===== src/rtl/fifo_wr_arbiter.sv =====
// Two-requester write arbiter for a shared FIFO: bursts are granted alternately with no idle bubble on handover.
// Define ARB_BURST_LIMIT_EN to end a burst after MAX_BURST acked beats.
module fifo_wr_arbiter #(
   parameter int DATA_WIDTH = 16,
   parameter int MAX_BURST  = 4
) (
   input  logic                  clk,
   input  logic                  reset,
   input  logic                  req0,
   input  logic                  req1,
   input  logic                  last0,
   input  logic                  last1,
   input  logic [DATA_WIDTH-1:0] din0,
   input  logic [DATA_WIDTH-1:0] din1,
   output logic                  ack0,
   output logic                  ack1,
   input  logic                  fifo_full,
   output logic                  fifo_wr,
   output logic [DATA_WIDTH-1:0] fifo_wdata,
   output logic [1:0]            gnt,
   output logic [15:0]           beats_total
);

   if (MAX_BURST < 1 || MAX_BURST > 255) begin : g_bad_max_burst
      $error("fifo_wr_arbiter: MAX_BURST must be in 1..255");
   end

   typedef enum logic [1:0] {
      IDLE = 2'd0,
      GNT0 = 2'd1,
      GNT1 = 2'd2
   } state_t;

   state_t      state_q, state_d;
   logic        ptr_q, ptr_d;
   logic [15:0] beats_q, beats_d;
   logic        cur_req, cur_ack, cur_last;
   logic        limit_hit;
   logic        burst_end;

   always_comb begin
      gnt = 2'b00;
      case (state_q)
         GNT0:    gnt = 2'b01;
         GNT1:    gnt = 2'b10;
         default: gnt = 2'b00;
      endcase
   end

   // Reset also masks acks so nothing is written while the state is being cleared.
   assign ack0       = gnt[0] & req0 & ~fifo_full & ~reset;
   assign ack1       = gnt[1] & req1 & ~fifo_full & ~reset;
   assign fifo_wr    = ack0 | ack1;
   assign fifo_wdata = gnt[1] ? din1 : din0;

   assign cur_req  = gnt[1] ? req1  : req0;
   assign cur_ack  = ack0 | ack1;
   assign cur_last = gnt[1] ? last1 : last0;

`ifdef ARB_BURST_LIMIT_EN
   localparam logic [7:0] BURST_LAST = 8'(MAX_BURST - 1);

   logic [7:0] bcnt_q, bcnt_d;

   assign limit_hit = cur_ack && (bcnt_q == BURST_LAST);

   always_comb begin
      bcnt_d = bcnt_q;
      if (burst_end || state_q == IDLE) begin
         bcnt_d = 8'd0;
      end else if (cur_ack) begin
         bcnt_d = bcnt_q + 8'd1;
      end
   end

   always_ff @(posedge clk) begin
      if (reset) begin
         bcnt_q <= 8'd0;
      end else begin
         bcnt_q <= bcnt_d;
      end
   end
`else
   assign limit_hit = 1'b0;
`endif

   // An abandoned request ends the burst just like an acked last beat.
   assign burst_end = (state_q != IDLE) &&
                      (~cur_req || (cur_ack && cur_last) || limit_hit);

   always_comb begin
      state_d = state_q;
      ptr_d   = ptr_q;
      beats_d = beats_q + {15'd0, fifo_wr};
      case (state_q)
         IDLE: begin
            if (req0 && (!req1 || !ptr_q)) begin
               state_d = GNT0;
            end else if (req1) begin
               state_d = GNT1;
            end
         end
         GNT0: begin
            if (burst_end) begin
               ptr_d   = 1'b1;
               state_d = req1 ? GNT1 : IDLE;
            end
         end
         GNT1: begin
            if (burst_end) begin
               ptr_d   = 1'b0;
               state_d = req0 ? GNT0 : IDLE;
            end
         end
         default: state_d = IDLE;
      endcase
   end

   always_ff @(posedge clk) begin
      if (reset) begin
         state_q <= IDLE;
         ptr_q   <= 1'b0;
         beats_q <= 16'd0;
      end else begin
         state_q <= state_d;
         ptr_q   <= ptr_d;
         beats_q <= beats_d;
      end
   end

   assign beats_total = beats_q;

endmodule

===== config.mk =====
export PLATFORM = sky130hd
export DESIGN_NAME = fifo_wr_arbiter
export DESIGN_NICKNAME = d
export VERILOG_FILES = /design/src/rtl/fifo_wr_arbiter.sv
export SDC_FILE = /design/constraint.sdc
export NUM_CORES = 1
export LEC_CHECK = 0
export ABC_CLOCK_PERIOD_IN_PS = 2700
export CORE_MARGIN = 2
export CORE_UTILIZATION = 35
export CTS_BUF_LIST = sky130_fd_sc_hd__clkbuf_4 sky130_fd_sc_hd__clkbuf_8 sky130_fd_sc_hd__clkbuf_16
export CTS_CLUSTER_DIAMETER = 120
export DETAILED_ROUTE_END_ITERATION = 10
export GPL_ROUTABILITY_DRIVEN = 0
export PLACE_DENSITY = 0.79
export RECOVER_POWER = 50
export SYNTH_ARGS = -nofsm -noshare
export SYNTH_HDL_FRONTEND = slang
export SYNTH_SLANG_ARGS = --single-unit

===== constraint.sdc =====
create_clock -name clk -period 2.7 [get_ports clk]
set_input_delay 0.27 -clock clk [delete_from_list [all_inputs] [get_ports clk]]
set_output_delay 0.27 -clock clk [all_outputs]
set_load 0.03 [all_outputs]

# Word level (Yosys, flattened, before mapping)
# Index checks and enable logic that the tools add are counted.
# word_totals
reg_bits	19
latchBits	0
mem_bits_rw	0
mem_bits_ro	0
in_bits	39
word_cells	45
memories	0
# classes
n_addsub	1
n_mul	0
n_div	0
magnitude_cmp	0
n_eq_ne	5
shift	0
n_mux	14
bitwise_logic	10
reduce_logical	12
# ops
op	count
adder 16 x 1 -> 16 bit	1
2-to-1 mux 16 bit	1
2-to-1 mux 2 bit	5
AND 1 bit	6
case mux 2 bit (3 select lines)	1
AND reduction 3 bit	2
2-to-1 mux 1 bit	5
!= test 2 bit, second input constant	2
case mux 2 bit (2 select lines)	1
nonzero test 2 bit	2
logical AND 1 bit	3
!= test 3 bit, second input constant	1
inverter 1 bit	3
== test 2 x 1 -> 1 bit, second input constant	1
== test 2 bit, second input constant	1
logical NOT 1 bit	2
logical NOT 2 bit	1
logical OR 1 bit	2
case mux 1 bit (2 select lines)	1
bitwise OR 1 bit	1

# Longest topological paths before layout
# Gate-level depths: netlist of the first run.
# depth
word_depth	11
mapped_depth	11

# Worst setup path after synthesis of the first run
# OpenSTA, ideal clock, no wires.
# synth_path
path_kind	reg2reg
startpoint	register state_q[0]
endpoint	register beats_q[11], in the netlist beats_total[11]
setup_time_ps	128
arrival_time_ps	3142
required_time_ps	2572
path_slack_ps	-569
path_stages_with_launch	9
path_buffers	0
period_less_slack_ps	3269
cell_sequence	dfxtp_1 nor2b_1 nand2_1 a211oi_1 ha_1 nand2_1 or4_2 xor2_1 nor2_1
# synth_between
elab_chain_len	7
# synth_lines
element	line	rtl
from (decl)	34	state_t state_q, state_d;
from (signal assigned)	125	state_q <= state_d;
== test 2 bit or == test 2 x 1 -> 1 bit (tied branches)	43	case (state_q)
case mux 2 bit (2 select lines) (*)	43	
named net gnt[0]	20	output logic [1:0] gnt,
AND 1 bit (*) (3 in series)	51	assign ack0 = gnt[0] & req0 & ~fifo_full & ~reset;
bitwise OR 1 bit (*)	53	assign fifo_wr = ack0 | ack1;
named net fifo_wr	18	output logic fifo_wr,
adder 16 x 1 -> 16 bit (*)	94	beats_d = beats_q + {15'd0, fifo_wr};
to (signal assigned)	127	beats_q <= beats_d;
to (decl)	36	logic [15:0] beats_q, beats_d;
# The timed path passes the listed nets; every way through them passes the cells marked *.
# A chain may end at the register's enable or synchronous reset.

# Worst setup path after layout of the first run
# layout_path
startpoint	register state_q[0]
endpoint	register beats_q[11], in the netlist beats_total[11]
# layout_between
elab_chain_len	7
# layout_lines
element	line
== test 2 bit or == test 2 x 1 -> 1 bit (tied branches)	43
case mux 2 bit (2 select lines) (*)	43
AND 1 bit, on equally long branches (3 in series)	51, 52
bitwise OR 1 bit (*)	53
adder 16 x 1 -> 16 bit (*)	94
# Every way passes the cells marked *; elsewhere a longest branch is shown, timed or not.

==> impl_metrics.env, run 1 <==
export IMPL_synth_edf_count=0
export IMPL_clock_sinks=19
export IMPL_grt_pass1_vias=1049
export IMPL_port_buffers=75
export IMPL_start_util_pct=36.1
export IMPL_hold_violations=0
export IMPL_cap_violations=0
export IMPL_hp_start="beats_total[15]"
export IMPL_clock_root_buffer="clkbuf_4"
export IMPL_cts_buffers=3
export IMPL_die_h_um=59.6
export IMPL_fin_nets=276
export IMPL_hpwl_um=2510
export IMPL_viasPerCell=4.61
export IMPL_post_route_cells_drive_above_1_share_pct=5.13
export IMPL_crit_family="simple AND/OR/NAND/NOR gates"
export IMPL_grt_pass1_wl_um=4810
export IMPL_core_area_um2=3000
export IMPL_io_pins=76
export IMPL_cp_slowest_cell="or4_2"
export IMPL_cp_arrival_ns=2.53
export IMPL_die_area_um2=3560
export IMPL_cts_reportedPaths_clkPinSlew_ns=0.11
export IMPL_critPathRequiredTime_ns=2.89
export IMPL_grt_setup_unrepaired="no"
export IMPL_dp_cells=263
export IMPL_drt_initial_drc_count=29
export IMPL_status="finished, final reports clean"
export IMPL_wl_per_cell_um=11.9
export IMPL_fmax_mhz=427
export IMPL_path_cells="nor2b_2, nand2_1, a211oi_1, ha_1, nand2_1, or4_2, xor2_1, nor2_1"
export IMPL_wirelength_um=3170
export IMPL_skew_ns=0.00749
export IMPL_crit_path_frequent_cell="nand2_1"
export IMPL_grt_usage_pct=17.6
export IMPL_synthesis_area_um2=1080
export IMPL_final_antenna_net_count=0
export IMPL_syn_nets=198
export IMPL_powerDensity_nw_per_um2=331
export IMPL_grt_overflow_total=0
export IMPL_cts_tree="yes"
export IMPL_setup_viol=0
export IMPL_final_area_um2=1910
export IMPL_placed_area_um2=1890
export IMPL_clock_latency_ns=0.29
export IMPL_fin_cells=267
export IMPL_crit_type="flop to flop"
export IMPL_syn_inst=157
export IMPL_worst_path_buf_inv=0
export IMPL_htreeDepth=1
export IMPL_finalCriticalPeriod_ns=2.34
export IMPL_dieWidth_um=59.6
export IMPL_grt_max_degree=22
export IMPL_slowest_delay_ns=0.63
export IMPL_critPathLaunchType="flop"
export IMPL_r2r_start="state_q[0]"
export IMPL_cts_setup_buffers=0
export IMPL_ir_drop_v=0.000239
export IMPL_avgSynthCellArea_um2=6.90
export IMPL_drcViolationCount=0
export IMPL_ys_seq_elements=19
export IMPL_slew_violations=0
export IMPL_synthArstFlopShare_pct=0
export IMPL_area_growth_pct=76.2
export IMPL_leakagePower_nw=0.815
export IMPL_row_count=20
export IMPL_tns_ns=0
export IMPL_hold_path_class="flop to flop"
export IMPL_diodes=0
export IMPL_finalCritPeriodShare_pct=86.8
export IMPL_drt_pass1_iter_count=4
export IMPL_cts_resized=0
export IMPL_vias=1230
export IMPL_yosysSeqAreaShare_pct=35.1
export IMPL_synth_cell_types=31
export IMPL_cts_root_to_sink_buffers=2
export IMPL_end_kind="flop"
export IMPL_yosys_warnings=0
export IMPL_antenna_found_initial=0
export IMPL_relSlewSlack_pct=74.7
export IMPL_path_max_fanout=5
export IMPL_worstMarginPinSlew_ns=0.375
export IMPL_final_util_pct=63.6
export IMPL_critPathLaunch="state_q[0]"
export IMPL_synthFlopType="dfxtp_1"
export IMPL_hold_buffers=0
==> state kept, by name, summed over array words and instances, names as in the netlist <==
signal	cells
beats_total	16
ptr_q	1
state_q	2
==> tightest hold or removal path: cells and delay by family (launching register included) <==
kind,cells,cell delay [ns]
AO/OA/AOI/OAI,2,0.13
flip-flops,1,0.33
==> routing by layer <==
metal	track usage, %	part of all wire (%)	vias up
met4	5.71	0.85	0
met5	0	0	-
met2	26.2	48	24
li1	-	-	672
met1	25.3	49	532
met3	3.49	2.4	2
==> cell families after synthesis <==
family | share of synthesized area, %
simple gates | 43.6
fa+ha+maj | 2.31
xor+xnor | 8.89
compound gates | 6.93
flops | 35.1
buf+inv | 3.12
==> cell type report <==
class,count,area [um^2]
fill,275,1090
timing repair buffer,78,773
multi-input combinational,129,672
sequential,19,380
tap,33,41.3
clock buffer,3,22.5
inverter,4,15.0
clock inverter,1,5.00
==> cells in the final DEF, fill, tap and decap left out, drive strengths merged <==
cell            n
xor2            6
and3            1
a31oi           1
nor3            4
o21ai           5
or3             3
a21oi           4
nand3b          1
nand2          57
nor2           15
and2            1
dlygate4sd3    18
buf             3
a2bb2oi         1
nor4            2
clkbuf          3
and4            1
xnor2           5
nand2b          3
inv             3
nor2b           4
nor3b           1
a22oi           1
a211oi          1
ha              2
or4             2
nand3           5
nand4           3
clkinv          2
clkdlybuf4s50  57
dfxtp          19
==> cell usage after synthesis (3+ instances only) <==
library cell / count / area share (%)
dfxtp_1: 19 / 35
nor2_1: 15 / 5.2
nor2b_1: 4 / 2.3
o21ai_0: 5 / 2.3
inv_1: 3 / 1.0
xor2_1: 6 / 4.8
clkbuf_1: 3 / 1.0
a21oi_1: 4 / 1.8
nand2b_1: 3 / 1.7
nand2_1: 57 / 20
or3_1: 3 / 1.7
nand3_1: 5 / 2.3
nor3_1: 4 / 1.8
xnor2_1: 5 / 4.0
==> through the flow <==
stage	hold WS, ns	setup WS [ns]	total power, W
after floorplan	0.342	0.0723	0.000388
after global placement	0.478	0.321	0.000502
after detailed placement	0.480	0.261	0.000503
after CTS	0.498	0.418	0.000642
after global routing	0.532	0.129	0.000671
final	0.496	0.356	0.000632
==> where the power goes <==
part	switching [W]	internal (W)	total (W)
registers	0.00000358	0.000283	0.000287
clock network	0.0000822	0.0000550	0.000137
logic	0.000101	0.000107	0.000207
total	0.000187	0.000445	0.000632
==> worst paths after layout <==
check,endpoint,slack [ns],cells past startpoint
max,beats_total[11],0.36,8
min,beats_total[15],0.50,2
max reg2reg,beats_total[11],0.36,8
min reg2reg,beats_total[15],0.50,2
Power figures use the tool's default switching activity.
==> run 2, diff against run 1 <==
PLACE_DENSITY = 0.8   (was 0.79)
==> run 2 against run 1 <==
Effect of this change: clock power about the same; worst hold slack worse by 0.0067 ns; cell count unchanged; critical path type unchanged; critical endpoint unchanged; largest power group unchanged.
==> impl_metrics.env, run 2 (synthesized netlist as in run 1, its figures left out) <==
export IMPL_status="finished, final reports clean"
export IMPL_viasPerCell=4.74
export IMPL_cp_depth=8
export IMPL_grt_setup_unrepaired="no"
export IMPL_vias=1266
export IMPL_reg2reg_slack_ns=0.31
export IMPL_crit_path_frequent_cell="nand2_1"
export IMPL_largest_reg_flops=16
export IMPL_die_h_um=59.6
export IMPL_clock_latency_ns=0.29
export IMPL_start_util_pct=36.1
export IMPL_finalCritPeriodShare_pct=88.4
export IMPL_fmax_mhz=419
export IMPL_diodes=0
export IMPL_critPathRequiredTime_ns=2.89
export IMPL_worstMarginPinSlew_ns=0.355
export IMPL_post_route_cells_drive_above_1_share_pct=5.13
export IMPL_cts_root_to_sink_buffers=2
export IMPL_final_antenna_net_count=0
export IMPL_r2r_start="state_q[0]"
export IMPL_critPathLaunch="state_q[0]"
export IMPL_critPathLaunchType="flop"
export IMPL_io_pins=76
export IMPL_die_area_um2=3560
export IMPL_fin_cells=267
export IMPL_clock_root_buffer="clkbuf_4"
export IMPL_relSlewSlack_pct=76.1
export IMPL_hpwl_um=2590
export IMPL_port_buffers=75
export IMPL_grt_pass1_wl_um=4730
export IMPL_slowest_delay_ns=0.64
export IMPL_area_growth_pct=77.1
export IMPL_grt_overflow_total=0
export IMPL_placed_area_um2=1890
export IMPL_cts_tree="yes"
export IMPL_cts_resized=0
export IMPL_core_area_um2=3000
export IMPL_r2r_cells=8
export IMPL_slew_violations=0
export IMPL_drt_initial_drc_count=45
export IMPL_antenna_found_initial=0
export IMPL_end_kind="flop"
export IMPL_hold_buffers=0
export IMPL_setup_viol=0
export IMPL_hold_path_class="flop to flop"
export IMPL_tns_ns=0
export IMPL_htreeDepth=1
export IMPL_crit_family="simple AND/OR/NAND/NOR gates"
export IMPL_cts_buffers=3
export IMPL_cts_setup_buffers=0
export IMPL_cts_reportedPaths_clkPinSlew_ns=0.11
export IMPL_powerDensity_nw_per_um2=331
export IMPL_cap_violations=0
export IMPL_layout_common_cells="nand2_1, clkdlybuf4s50_1, dfxtp_1"
export IMPL_final_fill_count=272
export IMPL_drt_pass1_iter_count=4
export IMPL_skew_ns=0.00813
export IMPL_dieWidth_um=59.6
export IMPL_grt_pass1_vias=1075
export IMPL_cp_slowest_cell="or4_2"
export IMPL_wirelength_um=3180
export IMPL_dp_cells=263
export IMPL_drcViolationCount=0
export IMPL_ir_drop_v=0.000258
export IMPL_worst_path_buf_inv=0
export IMPL_row_count=20
export IMPL_final_area_um2=1920
export IMPL_hold_violations=0
export IMPL_grt_max_degree=22
export IMPL_finalCriticalPeriod_ns=2.39
export IMPL_leakagePower_nw=0.815
export IMPL_path_max_fanout=5
export IMPL_cp_arrival_ns=2.57
export IMPL_crit_type="flop to flop"
export IMPL_r2r_end="beats_total[11]"
export IMPL_wl_per_cell_um=11.9
export IMPL_clock_sinks=19
export IMPL_endpoint="beats_total[11]"
export IMPL_path_cells="nor2b_1, nand2_1, a211oi_4, ha_1, nand2_1, or4_2, xor2_1, nor2_1"
export IMPL_grt_usage_pct=17.1
export IMPL_fin_nets=276
-- run 2: cell counts in the layout (fill, tap and decap cells not counted) --
No cell type changed its count.
-- run 2: metrics by stage --
stage               setup slack (ns)  hold slack, ns  total power (W)  util (%)
global route                   0.151           0.562         0.000668      63.9
finish                         0.313           0.489         0.000635      63.9
CTS                            0.399           0.500         0.000642      64.0
floorplan                     0.0723           0.342         0.000388         -
global placement               0.331           0.472         0.000502      63.1
detailed placement             0.255           0.482         0.000503      63.1
-- run 2: worst min-delay path, delay by kind of cell, from the launching register on --
family,cells,cell delay [ns]
AO/OA/AOI/OAI,2,0.13
flip-flops,1,0.33
-- run 2: where the power goes --
part	switching (W)	internal [W]	leakage, nW
Sequential	0.00000322	0.000283	0.154
Clock	0.0000847	0.0000551	0.0177
Combinational	0.000101	0.000107	0.644
-- run 2: worst min-delay path by stage --
stage,startpoint,to,slack (ns),cells after the start
floorplan,reset,beats_total[0],0.34,1
global placement,beats_total[15],beats_total[15],0.47,2
detailed placement,beats_total[15],beats_total[15],0.48,2
CTS,beats_total[15],beats_total[15],0.50,2
global route,beats_total[14],beats_total[14],0.56,2
finish,beats_total[15],beats_total[15],0.49,2
-- run 2: layout make-up --
class                      count  area, um^2  share of cell area, %
clock buffer                   3        22.5                   1.17
clock inverter                 1        5.00                  0.261
inverter                       4        15.0                  0.782
multi-input combinational    129         682                   35.5
sequential                    19         380                   19.8
tap                           33        41.3                   2.15
timing repair buffer          78         773                   40.3
-- run 2: layer usage --
layer / track usage (%) / wire (um) / up-vias
met3: 3.71 / 134 / 4
met4: 4.13 / 38 / 0
li1: - / - / 672
met1: 22.3 / 1410 / 554
met2: 28.7 / 1590 / 36
met5: 0 / 0 / -
